**src/rtl/amiga_timing_pkg.sv**
```systemverilog
// Shared A1000 bus timing definitions.
// Holds the bus phase constants, the phase type, and a decoder that maps a bus phase to the
// levels of the phase clocks and the DRAM row strobe. Has no ports.
package amiga_timing_pkg;

  localparam int unsigned BUS_PHASES = 8;

  typedef logic [2:0] phase_t;

  localparam phase_t PH_RAS_FALL  = 3'd1;
  localparam phase_t PH_COL_START = 3'd3;
  localparam phase_t PH_RAS_RISE  = 3'd7;
  localparam phase_t PH_LAST      = phase_t'(BUS_PHASES - 1);

  typedef struct packed {
    logic c1_n;
    logic c3_n;
    logic c4;
    logic c7m;
    logic ras_n;
  } bus_clk_t;

  localparam bus_clk_t BUS_CLK_RST = '{c1_n: 1'b1, c3_n: 1'b1, c4: 1'b0, c7m: 1'b0, ras_n: 1'b1};

  // Levels seen during phase ph, before any refresh override of C4.
  function automatic bus_clk_t phase_decode(phase_t ph);
    bus_clk_t o;
    o.c1_n  = ph[2];                                   // high for ph 4..7
    o.c3_n  = !((ph >= 3'd2) && (ph <= 3'd5));         // _C1 shifted by two phases
    o.c4    = (ph >= PH_COL_START) && (ph < PH_RAS_RISE);
    o.c7m   = !ph[1];                                  // high for ph 0,1,4,5
    o.ras_n = (ph < PH_RAS_FALL) || (ph >= PH_RAS_RISE);
    return o;
  endfunction

endpackage

```
**src/rtl/amiga_reset_sync.sv**
```systemverilog
// Two-flop reset synchronizer: asserts asynchronously, deasserts on the second clk_i edge
// after rst_ni rises.
//   clk_i  : clock of the destination domain
//   rst_ni : raw asynchronous active-low reset
//   rst_no : synchronized active-low reset
module amiga_reset_sync (
  input  logic clk_i,
  input  logic rst_ni,
  output logic rst_no
);

  logic [1:0] sync_q;

  always_ff @(posedge clk_i or negedge rst_ni) begin
    if (!rst_ni) begin
      sync_q <= 2'b00;
    end else begin
      sync_q <= {sync_q[0], 1'b1};
    end
  end

  assign rst_no = sync_q[1];

endmodule

```
**src/rtl/amiga_a1000_clkgen.sv**
```systemverilog
// A1000 master timing sequencer. Divides C28M into the bus phase clocks and the DRAM row
// strobe, counts bus cycles per line and schedules RAS-only refresh slots.
//   c28m_i      : 28.63 MHz master clock
//   rst_ni      : asynchronous active-low reset
//   c1_n_o      : _C1, low in the first half of the bus cycle
//   c3_n_o      : _C3, _C1 delayed a quarter cycle
//   c4_o        : row/column select (1 = column), held 0 in refresh slots
//   c7m_o       : 7.16 MHz clock
//   ras_n_o     : DRAM row strobe, active low
//   refslot_n_o : low for the whole bus cycle of a refresh slot
//   rfaddr_o    : refresh row address
//   hpos_o      : bus cycle within the line
module amiga_a1000_clkgen
  import amiga_timing_pkg::*;
#(
  parameter int unsigned LINE_CYCLES   = 227,
  parameter int unsigned REFRESH_START = 1,
  parameter int unsigned REFRESH_SLOTS = 4
) (
  input  logic       c28m_i,
  input  logic       rst_ni,
  output logic       c1_n_o,
  output logic       c3_n_o,
  output logic       c4_o,
  output logic       c7m_o,
  output logic       ras_n_o,
  output logic       refslot_n_o,
  output logic [7:0] rfaddr_o,
  output logic [7:0] hpos_o
);

  if ((LINE_CYCLES > 256) || (LINE_CYCLES == 0)) begin : gen_bad_line
    $error("LINE_CYCLES must be in 1..256");
  end
  if ((REFRESH_SLOTS > 0) && (REFRESH_START + 2 * (REFRESH_SLOTS - 1) >= LINE_CYCLES))
  begin : gen_bad_refresh
    $error("refresh slots do not fit in the line");
  end

  localparam logic [7:0] HPOS_MAX = 8'(LINE_CYCLES - 1);

  function automatic logic is_refresh(logic [7:0] h);
    int diff;
    if (REFRESH_SLOTS == 0) return 1'b0;
    diff = int'({24'd0, h}) - int'(REFRESH_START);
    if (diff < 0) return 1'b0;
    return !diff[0] && ((diff >>> 1) < int'(REFRESH_SLOTS));
  endfunction

  logic rst_sync_n;

  amiga_reset_sync u_reset_sync (
    .clk_i  (c28m_i),
    .rst_ni (rst_ni),
    .rst_no (rst_sync_n)
  );

  // run_q low means the next edge is the first entry into phase 0 of HPOS 0.
  logic       run_q, run_d;
  phase_t     ph_q, ph_d;
  logic [7:0] hpos_q, hpos_d;
  logic [7:0] rfaddr_q, rfaddr_d;
  logic       refslot_n_q, refslot_n_d;
  bus_clk_t   clk_q, clk_d;
  logic       cycle_end;

  always_comb begin
    run_d       = 1'b1;
    ph_d        = run_q ? ph_q + 3'd1 : 3'd0;
    cycle_end   = run_q && (ph_q == PH_LAST);
    hpos_d      = hpos_q;
    rfaddr_d    = rfaddr_q;
    refslot_n_d = refslot_n_q;
    if (cycle_end) begin
      hpos_d = (hpos_q == HPOS_MAX) ? 8'd0 : hpos_q + 8'd1;
      if (!refslot_n_q) rfaddr_d = rfaddr_q + 8'd1;
    end
    // The slot decision is taken on the new HPOS, including the very first cycle.
    if (cycle_end || !run_q) refslot_n_d = !is_refresh(hpos_d);
    clk_d = phase_decode(ph_d);
    // Keep the row address on the bus for RAS-only refresh.
    if (!refslot_n_d) clk_d.c4 = 1'b0;
  end

  always_ff @(posedge c28m_i or negedge rst_sync_n) begin
    if (!rst_sync_n) begin
      run_q       <= 1'b0;
      ph_q        <= 3'd0;
      hpos_q      <= 8'd0;
      rfaddr_q    <= 8'd0;
      refslot_n_q <= 1'b1;
      clk_q       <= BUS_CLK_RST;
    end else begin
      run_q       <= run_d;
      ph_q        <= ph_d;
      hpos_q      <= hpos_d;
      rfaddr_q    <= rfaddr_d;
      refslot_n_q <= refslot_n_d;
      clk_q       <= clk_d;
    end
  end

  assign c1_n_o      = clk_q.c1_n;
  assign c3_n_o      = clk_q.c3_n;
  assign c4_o        = clk_q.c4;
  assign c7m_o       = clk_q.c7m;
  assign ras_n_o     = clk_q.ras_n;
  assign refslot_n_o = refslot_n_q;
  assign rfaddr_o    = rfaddr_q;
  assign hpos_o      = hpos_q;

endmodule

```
**config.mk**
```make
export PLATFORM = sky130hd
export DESIGN_NAME = amiga_a1000_clkgen
export DESIGN_NICKNAME = d
export VERILOG_FILES = /design/src/rtl/amiga_timing_pkg.sv /design/src/rtl/amiga_reset_sync.sv /design/src/rtl/amiga_a1000_clkgen.sv
export SDC_FILE = /design/constraint.sdc
export NUM_CORES = 1
export LEC_CHECK = 0
export CORE_MARGIN = 5
export CORE_UTILIZATION = 48
export CTS_BUF_LIST = sky130_fd_sc_hd__clkbuf_8
export DETAILED_ROUTE_END_ITERATION = 8
export PLACE_DENSITY_LB_ADDON = 0.12
export SLEW_MARGIN = 10
export SYNTH_ARGS = -nofsm -noshare
export SYNTH_HDL_FRONTEND = slang
export SYNTH_SLANG_ARGS = --single-unit
```
**constraint.sdc**
```tcl
create_clock -name c28m_i -period 0.95 [get_ports c28m_i]
set_clock_uncertainty 0.05 [all_clocks]
set_input_delay 0.095 -clock c28m_i [delete_from_list [all_inputs] [get_ports c28m_i]]
set_output_delay 0.095 -clock c28m_i [all_outputs]
set_load 0.02 [all_outputs]
```
==> results of run 1 <==
## power by group through the flow
stage | logic, W | clock network [W] | registers (W)
2_1_floorplan | 0.000126 | 0 | 0.00139
5_1_grt | 0.000482 | 0.000804 | 0.00133
4_1_cts | 0.000409 | 0.000747 | 0.00131
3_5_place_dp | 0.000368 | 0 | 0.00132
3_3_place_gp | 0.000359 | 0 | 0.00132
6_report | 0.000446 | 0.000731 | 0.00132
## layout by cell type (no fill, tap or decap), drive strengths merged, types with 2 or more instances in the layout
cell / synthesis / routed
o21ai: 3 / 3
xor2: 6 / 6
and2: 2 / 2
xnor2: 9 / 9
ha: 5 / 5
nand4: 3 / 3
nor3: 2 / 2
dfrtp: 24 / 24
a22o: 2 / 2
nand3: 8 / 8
and3: 2 / 2
a21oi: 2 / 2
nor2: 12 / 12
dfstp: 4 / 4
inv: 3 / 3
nand2: 10 / 10
conb: 1 / 2
buf: 3 / 72
clkbuf: 0 / 4
## metal layers
layer / up-vias / part of all wire, % / global-route usage [%]
li1: 544 / - / -
met1: 600 / 40 / 25.9
met2: 33 / 55 / 38.1
met3: 6 / 3.8 / 3.10
met4: 0 / 1.4 / 6.97
met5: - / 0 / 0
## state kept, by name (all words and copies together) (netlist names)
register             count
hpos_o                   8
c3_n_o                   1
c4_o                     1
u_reset_sync.sync_q      2
refslot_n_o              1
c1_n_o                   1
run_q                    1
ph_q                     3
ras_n_o                  1
rfaddr_o                 8
c7m_o                    1
## what timing repair did
action,CTS,global route
hold buffers,1,0
resized for setup,157,14
pin swaps,3,7
setup buffers,5,6
hold endpoints to repair,2,0
setup endpoints to repair,47,47
cloned,0,0
## metrics by stage
stage	area, sq um	std cells	util, %	setup TNS (ns)
floorplan	1390	116	-	-9.57
detailed placement	1940	207	76.9	-17.17
global placement	1940	207	76.9	-16.12
CTS	2170	217	86.1	-14.98
finish	2260	221	89.6	-15.59
global route	2260	221	89.6	-17.58
## cell families (layout without fill, tap and decap cells)
logic type | count (synthesis) | count (layout) | synth area share [%]
simple gates | 48 | 48 | 20.4
fa+ha+maj | 5 | 5 | 4.84
buf+inv | 6 | 81 | 2.03
xor+xnor | 15 | 15 | 10.2
other cells | 1 | 2 | 0.290
flops | 28 | 28 | 54.7
mux | 1 | 1 | 0.872
compound gates | 11 | 11 | 6.69
## worst max-delay path by stage
stage | end | slack [ns] | cells past startpoint
floorplan | c4_o$_DFF_PN0_ | -0.74 | 7
global placement | c4_o$_DFF_PN0_ | -0.73 | 7
detailed placement | c4_o$_DFF_PN0_ | -0.85 | 7
CTS | c4_o$_DFF_PN0_ | -0.84 | 7
global route | refslot_n_o$_DFF_PN1_ | -0.94 | 7
finish | c4_o$_DFF_PN0_ | -0.89 | 7
## final cells by class
| type | instances | share of cell area, % |
|---|---|---|
| inverter | 3 | 0.498 |
| tap | 30 | 1.66 |
| sequential | 28 | 31.5 |
| timing repair buffer | 74 | 30.9 |
| clock buffer | 4 | 2.43 |
| multi-input combinational | 82 | 32.9 |
==> run metrics, run 1 <==
status finished, violations left; failing checks negative setup slack; Max VDD drop 1410 uV; Post-synth EDFFs 0; layout cells sized above 1 between 60 and 70%; crit end category flip-flop; most numerous cell in the Yosys netlist dfrtp_1; post-synthesis instance area 1290 sq um; antenna violations before repair 0; R2R cell count 7; total power draw approximately 0.0025 W; gpl congestion between 0.8 and 0.9; htree depth 1; WL per Instance approximately 17 microns; CP arrival between 1.5 and 2 ns; DR DRC count 0; DRT antenna net count 0; pre-CTS setup slack -0.846 ns; die area 3830 sq um; DR iter-0 viols 35; Cell Rows 18; Ant. Diodes 0; CTS tree done; share of synthesized registers carrying an async set or reset 100%; largest net degree at the start of global routing 19; vias in the first global route roughly 1300; period utilization 194%; Hold WS around 0.15 ns; RSZ-0062 raised after global routing true; FF+latch area between 700 and 800 sq um; Synth Flop Type dfrtp_1; worst reg2reg setup slack -0.89 ns; DR vias about 1200; post-synth cell types 35; FILL cells 101; initial core utilization around half; cells taking the most area after synthesis dfrtp_1 47%, dfstp_2 8.1%, xnor2_1 6.1%, ha_1 4.8%, xor2_1 4.1%; CP max stage cell or4_4; Worst Path Required roughly 1.1 ns; worst-case clock buffer depth 2; CP delay by family, top simple AND/OR/NAND/NOR gates; clock root buffer clkbuf_8; nets slightly below 200; core box area about 2500 sq um; die height 61.9 microns; area leader, netlist dfrtp_1; top-area cell type share of the netlist area between 40 and 50%; port buffer count 23; Clock Latency Late Sink roughly 0.27 ns; Reg-to-Reg Start ph_q[0]$_DFF_PN0_; Crit Path Category flip-flop to flip-flop; Setup violations, final 44; DRT Wirelength ~3800 microns; Most common cell on crit path ha_4; Pwr per Cell Area ~1100 nW/um^2; total net switching power about 0.00064 W; Via density about 5.4; final hold vios 0; Yosys reg bits 28; switch share 25.6%; Bufs and invs on worst path 0; portion of total power attributed to sequential cells a little over half; Leakage Power 1.07 nW; crit-path max FO 6; worst r2r dst c4_o$_DFF_PN0_; CP peak stage delay approximately 0.44 ns; Die Wd 61.9 microns; Comb power frac 17.8%; multi-input logic area roughly 740 sq um; drt pass-1 iters 4; Worst-path clk slew 0.09 ns; CTS Buf Count 3; # IOs 24; gr ovfl total 0; syn_area_per_cell 11.2 sq um; Layout area overhead 75.1%; critical-path cell list ha_4 -> ha_4 -> nand3_4 -> or4_4 -> a21oi_4 -> a211oi_2 -> nor4_2; Seq/Total Area, Yosys 54.7%; CP Launch Type flip-flop; fmax ~540 MHz; pins over their slew limit 0; Max-cap violations 0; Syn Inst Count 115; first-pass GRT wire length 5880 microns; Sink Count 28; power share of the clock group between 20% and 30%; Synth warnings 0; class of the most critical hold timing path flip-flop to asynchronous set/reset pin; Internal Dissipation around 0.0019 W; hpwl dp roughly 2300 microns; gr usage total around a fifth; Post-synth top cells 24 x dfrtp_1, 12 x nor2_1, 10 x nand2_1; crit path from ph_q[0]$_DFF_PN0_; clock period minus worst slack between 1.5 and 2 ns; post-route setup slack -0.892 ns
Note: power is estimated with default switching activity, not from simulation.
==> inputs of run 2 (changes only) <==
--- a/config.mk
+++ b/config.mk
@@ -6,9 +6,10 @@
 export NUM_CORES = 1
 export LEC_CHECK = 0
 export CORE_MARGIN = 5
-export CORE_UTILIZATION = 48
+export CORE_UTILIZATION = 50
 export CTS_BUF_LIST = sky130_fd_sc_hd__clkbuf_8
 export DETAILED_ROUTE_END_ITERATION = 8
+export GPL_TIMING_DRIVEN = 0
 export PLACE_DENSITY_LB_ADDON = 0.12
 export SLEW_MARGIN = 10
 export SYNTH_ARGS = -nofsm -noshare
==> constraint.sdc (replaced) <==
create_clock -name c28m_i -period 1.7 [get_ports c28m_i]
set_clock_uncertainty 0.05 [all_clocks]
set_input_delay 0.17 -clock c28m_i [delete_from_list [all_inputs] [get_ports c28m_i]]
set_output_delay 0.17 -clock c28m_i [all_outputs]
set_load 0.02 [all_outputs]
==> run metrics, run 2 (synthesis gave the netlist of run 1 again) <==
clock period minus worst slack 1.84 ns (about the same); class of the most critical hold timing path flip-flop to flip-flop (was flip-flop to asynchronous set/reset pin); die area 3700 sq um (was 3830 sq um); pre-CTS setup slack -0.318 ns (was -0.846 ns); placed cell areas 1600 sq um (was 1940 sq um); antenna violations before repair 0 (unchanged); DR DRC count 0 (unchanged); Ant. Diodes 0 (unchanged); commonest non-fill, non-tap cell in the layout clkdlybuf4s50_1 (was buf_6); Layout area overhead 38.6% (was 75.1%); Max-Slew Margin vs Limit 33.0%; Crit Path Category flip-flop to flip-flop (unchanged); drt pass-1 iters 5 (was 4); Max VDD drop 763 uV (was 1410 uV); hpwl dp 1790 microns (was 2300 microns); Pwr per Cell Area 795 nW/um^2 (was 1100 nW/um^2); RSZ-0062 raised after global routing true (unchanged); crit-path max FO 7 (was 6); busiest grt layer met2 (unchanged); Via density 5.60 (was 5.35); largest net degree at the start of global routing 27 (was 19); Cell Rows 18 (unchanged); WL per Instance 15.6 microns (was 17.2 microns); Hold WS 0.318 ns (was 0.152 ns); CP Launch Type flip-flop (unchanged); Worst Path Required 1.82 ns (was 1.07 ns); Setup violations, final 4 (was 44); post-route setup slack -0.137 ns (was -0.892 ns); nets 157 (was 199); routing usage on met2 29.0% (was 38.1%); failing checks negative setup slack (unchanged); port buffer count 23 (unchanged); DR iter-0 viols 39 (was 35); gpl congestion 0.855 (was 0.840); initial core utilization 52.1% (was 51.2%); period utilization 108% (was 194%); most frequent cells in the layout 21 x clkdlybuf4s50_1, 20 x dfrtp_1, 10 x nor2_1 (was 37 x buf_6, 35 x buf_4, 18 x dfrtp_1); CTS tree done (unchanged); grt met3 use 4.47% (was 3.10%); # IOs 24 (unchanged); vias in the first global route 1004 (was 1268); core box area 2480 sq um (was 2520 sq um); first-pass GRT wire length 4710 microns (was 5880 microns); DR vias 1003 (was 1183); worst-case clock buffer depth 2 (unchanged); Clock Latency Late Sink 0.28 ns (was 0.27 ns); layout cells sized above 1 26.2% (was 61.8%); CP arrival 1.95 ns (was 1.97 ns); final hold vios 0 (unchanged); crit end category flip-flop (unchanged); htree depth 1 (unchanged); status finished, violations left (unchanged); Sink Count 28 (unchanged); actual slew at the worst max-slew pin around 1 ns; Die Wd 60.8 microns (was 61.9 microns); pins over their slew limit 0 (unchanged); Leakage Power 0.798 nW (was 1.07 nW); DRT Wirelength 2790 microns (was 3790 microns); die height 60.8 microns (was 61.9 microns); DRT antenna net count 0 (unchanged); gr usage total 17.7% (was 21.2%); CTS Buf Count 3 (unchanged); FILL cells 174 (was 101); clock root buffer clkbuf_8 (unchanged); Worst-path clk slew 0.09 ns (about the same); fmax 544 MHz (was 543 MHz); gr ovfl total 0 (unchanged); post-route cell area 1790 sq um (was 2260 sq um); Max-cap violations 0 (unchanged); M1 GR Usage 20.6% (was 25.9%)
[run 2: critical path, cell delays in order (launching register included)]
cell,delay [ns]
dfrtp_1,0.40
ha_2,0.19
ha_4,0.19
nand4_1,0.16
nor2_2,0.08
o32a_1,0.31
a211oi_2,0.29
nor4_2,0.06
[run 2: metrics by stage]
stage | total power [W] | util, % | setup TNS (ns) | cells
finish | 0.00142 | 72.2 | -0.297 | 179
global route | 0.00150 | 72.2 | -0.754 | 179
detailed placement | 0.000904 | 64.6 | -1.56 | 169
CTS | 0.00144 | 71.4 | -0.147 | 178
floorplan | 0.000838 | - | -0.0931 | 116
global placement | 0.000899 | 64.6 | -1.22 | 169
[run 2: timing repair]
action	in CTS	in global routing
pin swaps	3	1
endpoints found under the hold margin	2	0
resized for setup	13	4
setup endpoints to repair	11	7
setup buffers	4	1
hold buffers	1	0
[run 2: final cells by class]
cell class / count / area (sq um) / share of cell area, %
repair buffers: 29 / 279 / 15.6
clock inverters: 1 / 30.0 / 1.68
inverters: 3 / 11.3 / 0.629
flip-flops and latches: 28 / 711 / 39.7
multi-input cells: 82 / 652 / 36.4
clock buffers: 3 / 41.3 / 2.31
well taps: 30 / 37.5 / 2.10
plain buffers: 3 / 27.5 / 1.54
[run 2: routing by layer]
| layer | share of wire, % | vias to the layer above |
|---|---|---|
| li1 | - | 468 |
| met3 | 7.9 | 11 |
| met2 | 49 | 42 |
| met1 | 40 | 482 |
| met5 | 0 | - |
| met4 | 3.3 | 0 |
[run 2: worst paths after layout]
path,startpoint,endpoint,slack (ns),depth (start not counted)
setup / recovery,ph_q[0]$_DFF_PN0_,c4_o$_DFF_PN0_,-0.14,7
max in group asynchronous,u_reset_sync.sync_q[1]$_DFF_PN0_,hpos_o[3]$_DFF_PN0_,0.55,0
hold reg to reg,u_reset_sync.sync_q[0]$_DFF_PN0_,u_reset_sync.sync_q[1]$_DFF_PN0_,0.32,0
min in group asynchronous,u_reset_sync.sync_q[1]$_DFF_PN0_,c7m_o$_DFF_PN0_,0.37,0
setup reg to reg,ph_q[0]$_DFF_PN0_,c4_o$_DFF_PN0_,-0.14,7
hold / removal,u_reset_sync.sync_q[0]$_DFF_PN0_,u_reset_sync.sync_q[1]$_DFF_PN0_,0.32,0
[run 2: power breakdown]
group | internal (W) | switching (W)
Combinational | 0.0000803 | 0.0000847
Sequential | 0.000705 | 0.0000319
Clock | 0.000315 | 0.000205
Total | 0.00110 | 0.000321
==> inputs of run 3 (changes only) <==
--- a/config.mk
+++ b/config.mk
@@ -5,11 +5,11 @@
 export SDC_FILE = /design/constraint.sdc
 export NUM_CORES = 1
 export LEC_CHECK = 0
-export CORE_MARGIN = 5
 export CORE_UTILIZATION = 50
 export CTS_BUF_LIST = sky130_fd_sc_hd__clkbuf_8
 export DETAILED_ROUTE_END_ITERATION = 8
 export GPL_TIMING_DRIVEN = 0
+export HOLD_SLACK_MARGIN = 0.05
 export PLACE_DENSITY_LB_ADDON = 0.12
 export SLEW_MARGIN = 10
 export SYNTH_ARGS = -nofsm -noshare
==> run metrics, run 3 (synthesis gave the netlist of run 1 again) <==
DRT Wirelength 2880 microns (was 2790 microns); total net switching power 0.000333 W (was 0.000321 W); pins over their slew limit 0 (unchanged); Max-cap violations 0 (unchanged); core box area 2450 sq um (was 2480 sq um); gr usage total 22.3% (was 17.7%); failing checks negative setup slack (unchanged); antenna violations before repair 0 (unchanged); Die Wd 52.8 microns (was 60.8 microns); layout cells sized above 1 28.9% (was 26.2%); drt pass-1 iters 6 (was 5); Post-Layout Cell Count 182 (was 179); DR vias 1020 (was 1003); vias in the first global route 920 (was 1004); DR iter-0 viols 19 (was 39); period utilization 106% (was 108%); port buffer count 23 (unchanged); gr ovfl total 0 (unchanged); gpl congestion 0.855 (about the same); Bufs and invs on worst path 1 (was 0); Worst-path clk slew 0.10 ns (was 0.09 ns); # IOs 24 (unchanged); most frequent cells in the layout 21 x clkdlybuf4s50_1, 20 x dfrtp_1, 10 x nor2_1 (unchanged); fmax 556 MHz (was 544 MHz); Cell Rows 18 (unchanged); crit-path max FO 4 (was 7); portion of total power attributed to sequential cells 51.5% (was 51.8%); class of the most critical hold timing path flip-flop to flip-flop (unchanged); status finished, violations left (unchanged); Crit Path Category flip-flop to flip-flop (unchanged); first-pass GRT wire length 4290 microns (was 4710 microns); htree depth 1 (unchanged); nets 160 (was 157); crit end category flip-flop (unchanged); CTS Buf Count 3 (unchanged); Leakage Power 0.813 nW (was 0.798 nW); CP peak stage delay 0.45 ns (was 0.40 ns); CTS tree done (unchanged); DRT antenna net count 0 (unchanged); Sink Count 28 (unchanged); # placed instances 169 (unchanged); RSZ-0062 raised after global routing true (unchanged); post-route cell area 1830 sq um (was 1790 sq um); Via density 5.60 (about the same); clock root buffer clkbuf_8 (unchanged); Layout area overhead 41.6% (was 38.6%); switch share 23.2% (was 22.6%); Clock Latency Late Sink 0.28 ns (about the same); Setup violations, final 4 (unchanged); placed cell areas 1600 sq um (unchanged); worst-case clock buffer depth 2 (unchanged); CP arrival 1.92 ns (was 1.95 ns); critical-path cell list inv_2 -> ha_4 -> nand3b_1 -> or2_4 -> o32a_1 -> a211oi_2 -> nor4_2 (was ha_2 -> ha_4 -> nand4_1 -> nor2_2 -> o32a_1 -> a211oi_2 -> nor4_2); Internal Dissipation 0.00110 W (about the same); commonest non-fill, non-tap cell in the layout clkdlybuf4s50_1 (unchanged); Max-Slew Margin vs Limit 29.4% (was 33.0%); worst reg2reg setup slack -0.1 ns (was -0.14 ns); WL per Instance 15.8 microns (was 15.6 microns); CP delay by family, top simple AND/OR/NAND/NOR gates (was compound AO/OA/AOI/OAI gates); hpwl dp 1770 microns (was 1790 microns); Ant. Diodes 0 (unchanged); die area 2790 sq um (was 3700 sq um); clock period minus worst slack 1.80 ns (was 1.84 ns); initial core utilization 52.6% (was 52.1%); Comb power frac 11.9% (was 11.6%); CP max stage cell dfrtp_2 (was dfrtp_1); FILL cells 172 (was 174); final hold vios 0 (unchanged); Pwr per Cell Area 786 nW/um^2 (was 795 nW/um^2); largest net degree at the start of global routing 27 (unchanged); post-route setup slack -0.0997 ns (was -0.137 ns); Worst Path Required 1.82 ns (about the same); CP Launch Type flip-flop (unchanged); actual slew at the worst max-slew pin 1.06 ns (was 1.01 ns); DR DRC count 0 (unchanged); power share of the clock group 36.6% (about the same); Max VDD drop 816 uV (was 763 uV); die height 52.8 microns (was 60.8 microns)
## run 3: power by group through the flow
stage	Combinational [W]	Sequential, W	Clock, W
final	0.000171	0.000740	0.000526
after CTS	0.000165	0.000739	0.000532
after global placement	0.000148	0.000750	0
after global routing	0.000185	0.000746	0.000560
after detailed placement	0.000152	0.000752	0
after floorplan	0.0000657	0.000773	0
## run 3: layout make-up
cell class / count / area (sq um) / area share [%]
Multi-Input combinational cell: 82 / 668 / 36.6
Sequential cell: 28 / 711 / 38.9
Buffer: 3 / 27.5 / 1.51
Clock buffer: 3 / 41.3 / 2.26
Timing Repair Buffer: 32 / 302 / 16.5
Inverter: 3 / 11.3 / 0.616
Clock inverter: 1 / 30.0 / 1.64
Tap cell: 30 / 37.5 / 2.05
## run 3: stage by stage
stage	util, %	setup TNS (ns)	hold WS (ns)	power (W)	setup slack [ns]
final	74.5	-0.256	0.318	0.00144	-0.0997
after global routing	74.5	-0.657	0.334	0.00149	-0.168
after CTS	73.2	-0.146	0.323	0.00143	-0.0687
after detailed placement	65.2	-1.59	0.294	0.000905	-0.322
after global placement	65.2	-1.22	0.285	0.000898	-0.302
after floorplan	-	-0.0931	-0.176	0.000838	-0.0352
## run 3: final timing paths
path / startpoint / end / depth (start not counted)
max: hpos_o[0]$_DFF_PN0_ / c4_o$_DFF_PN0_ / 7
min: u_reset_sync.sync_q[0]$_DFF_PN0_ / u_reset_sync.sync_q[1]$_DFF_PN0_ / 0
max reg2reg: hpos_o[0]$_DFF_PN0_ / c4_o$_DFF_PN0_ / 7
min reg2reg: u_reset_sync.sync_q[0]$_DFF_PN0_ / u_reset_sync.sync_q[1]$_DFF_PN0_ / 0
max in group asynchronous: u_reset_sync.sync_q[1]$_DFF_PN0_ / hpos_o[3]$_DFF_PN0_ / 0
min in group asynchronous: u_reset_sync.sync_q[1]$_DFF_PN0_ / rfaddr_o[6]$_DFFE_PN0P_ / 0
## run 3: timing repair
item	in CTS	in global routing
endpoints found under the setup margin	11	9
hold buffers	1	0
pin swaps	5	2
endpoints found under the hold margin	2	0
setup buffers	7	1
gates resized for setup	15	6
## run 3: per-layer routing
metal	vias up	part of all wire (%)	GRT usage, %
li1	472	-	-
met1	509	44	27.3
met2	28	49	35.7
met3	11	3.5	3.77
met4	0	3.4	14.9
met5	-	0	0
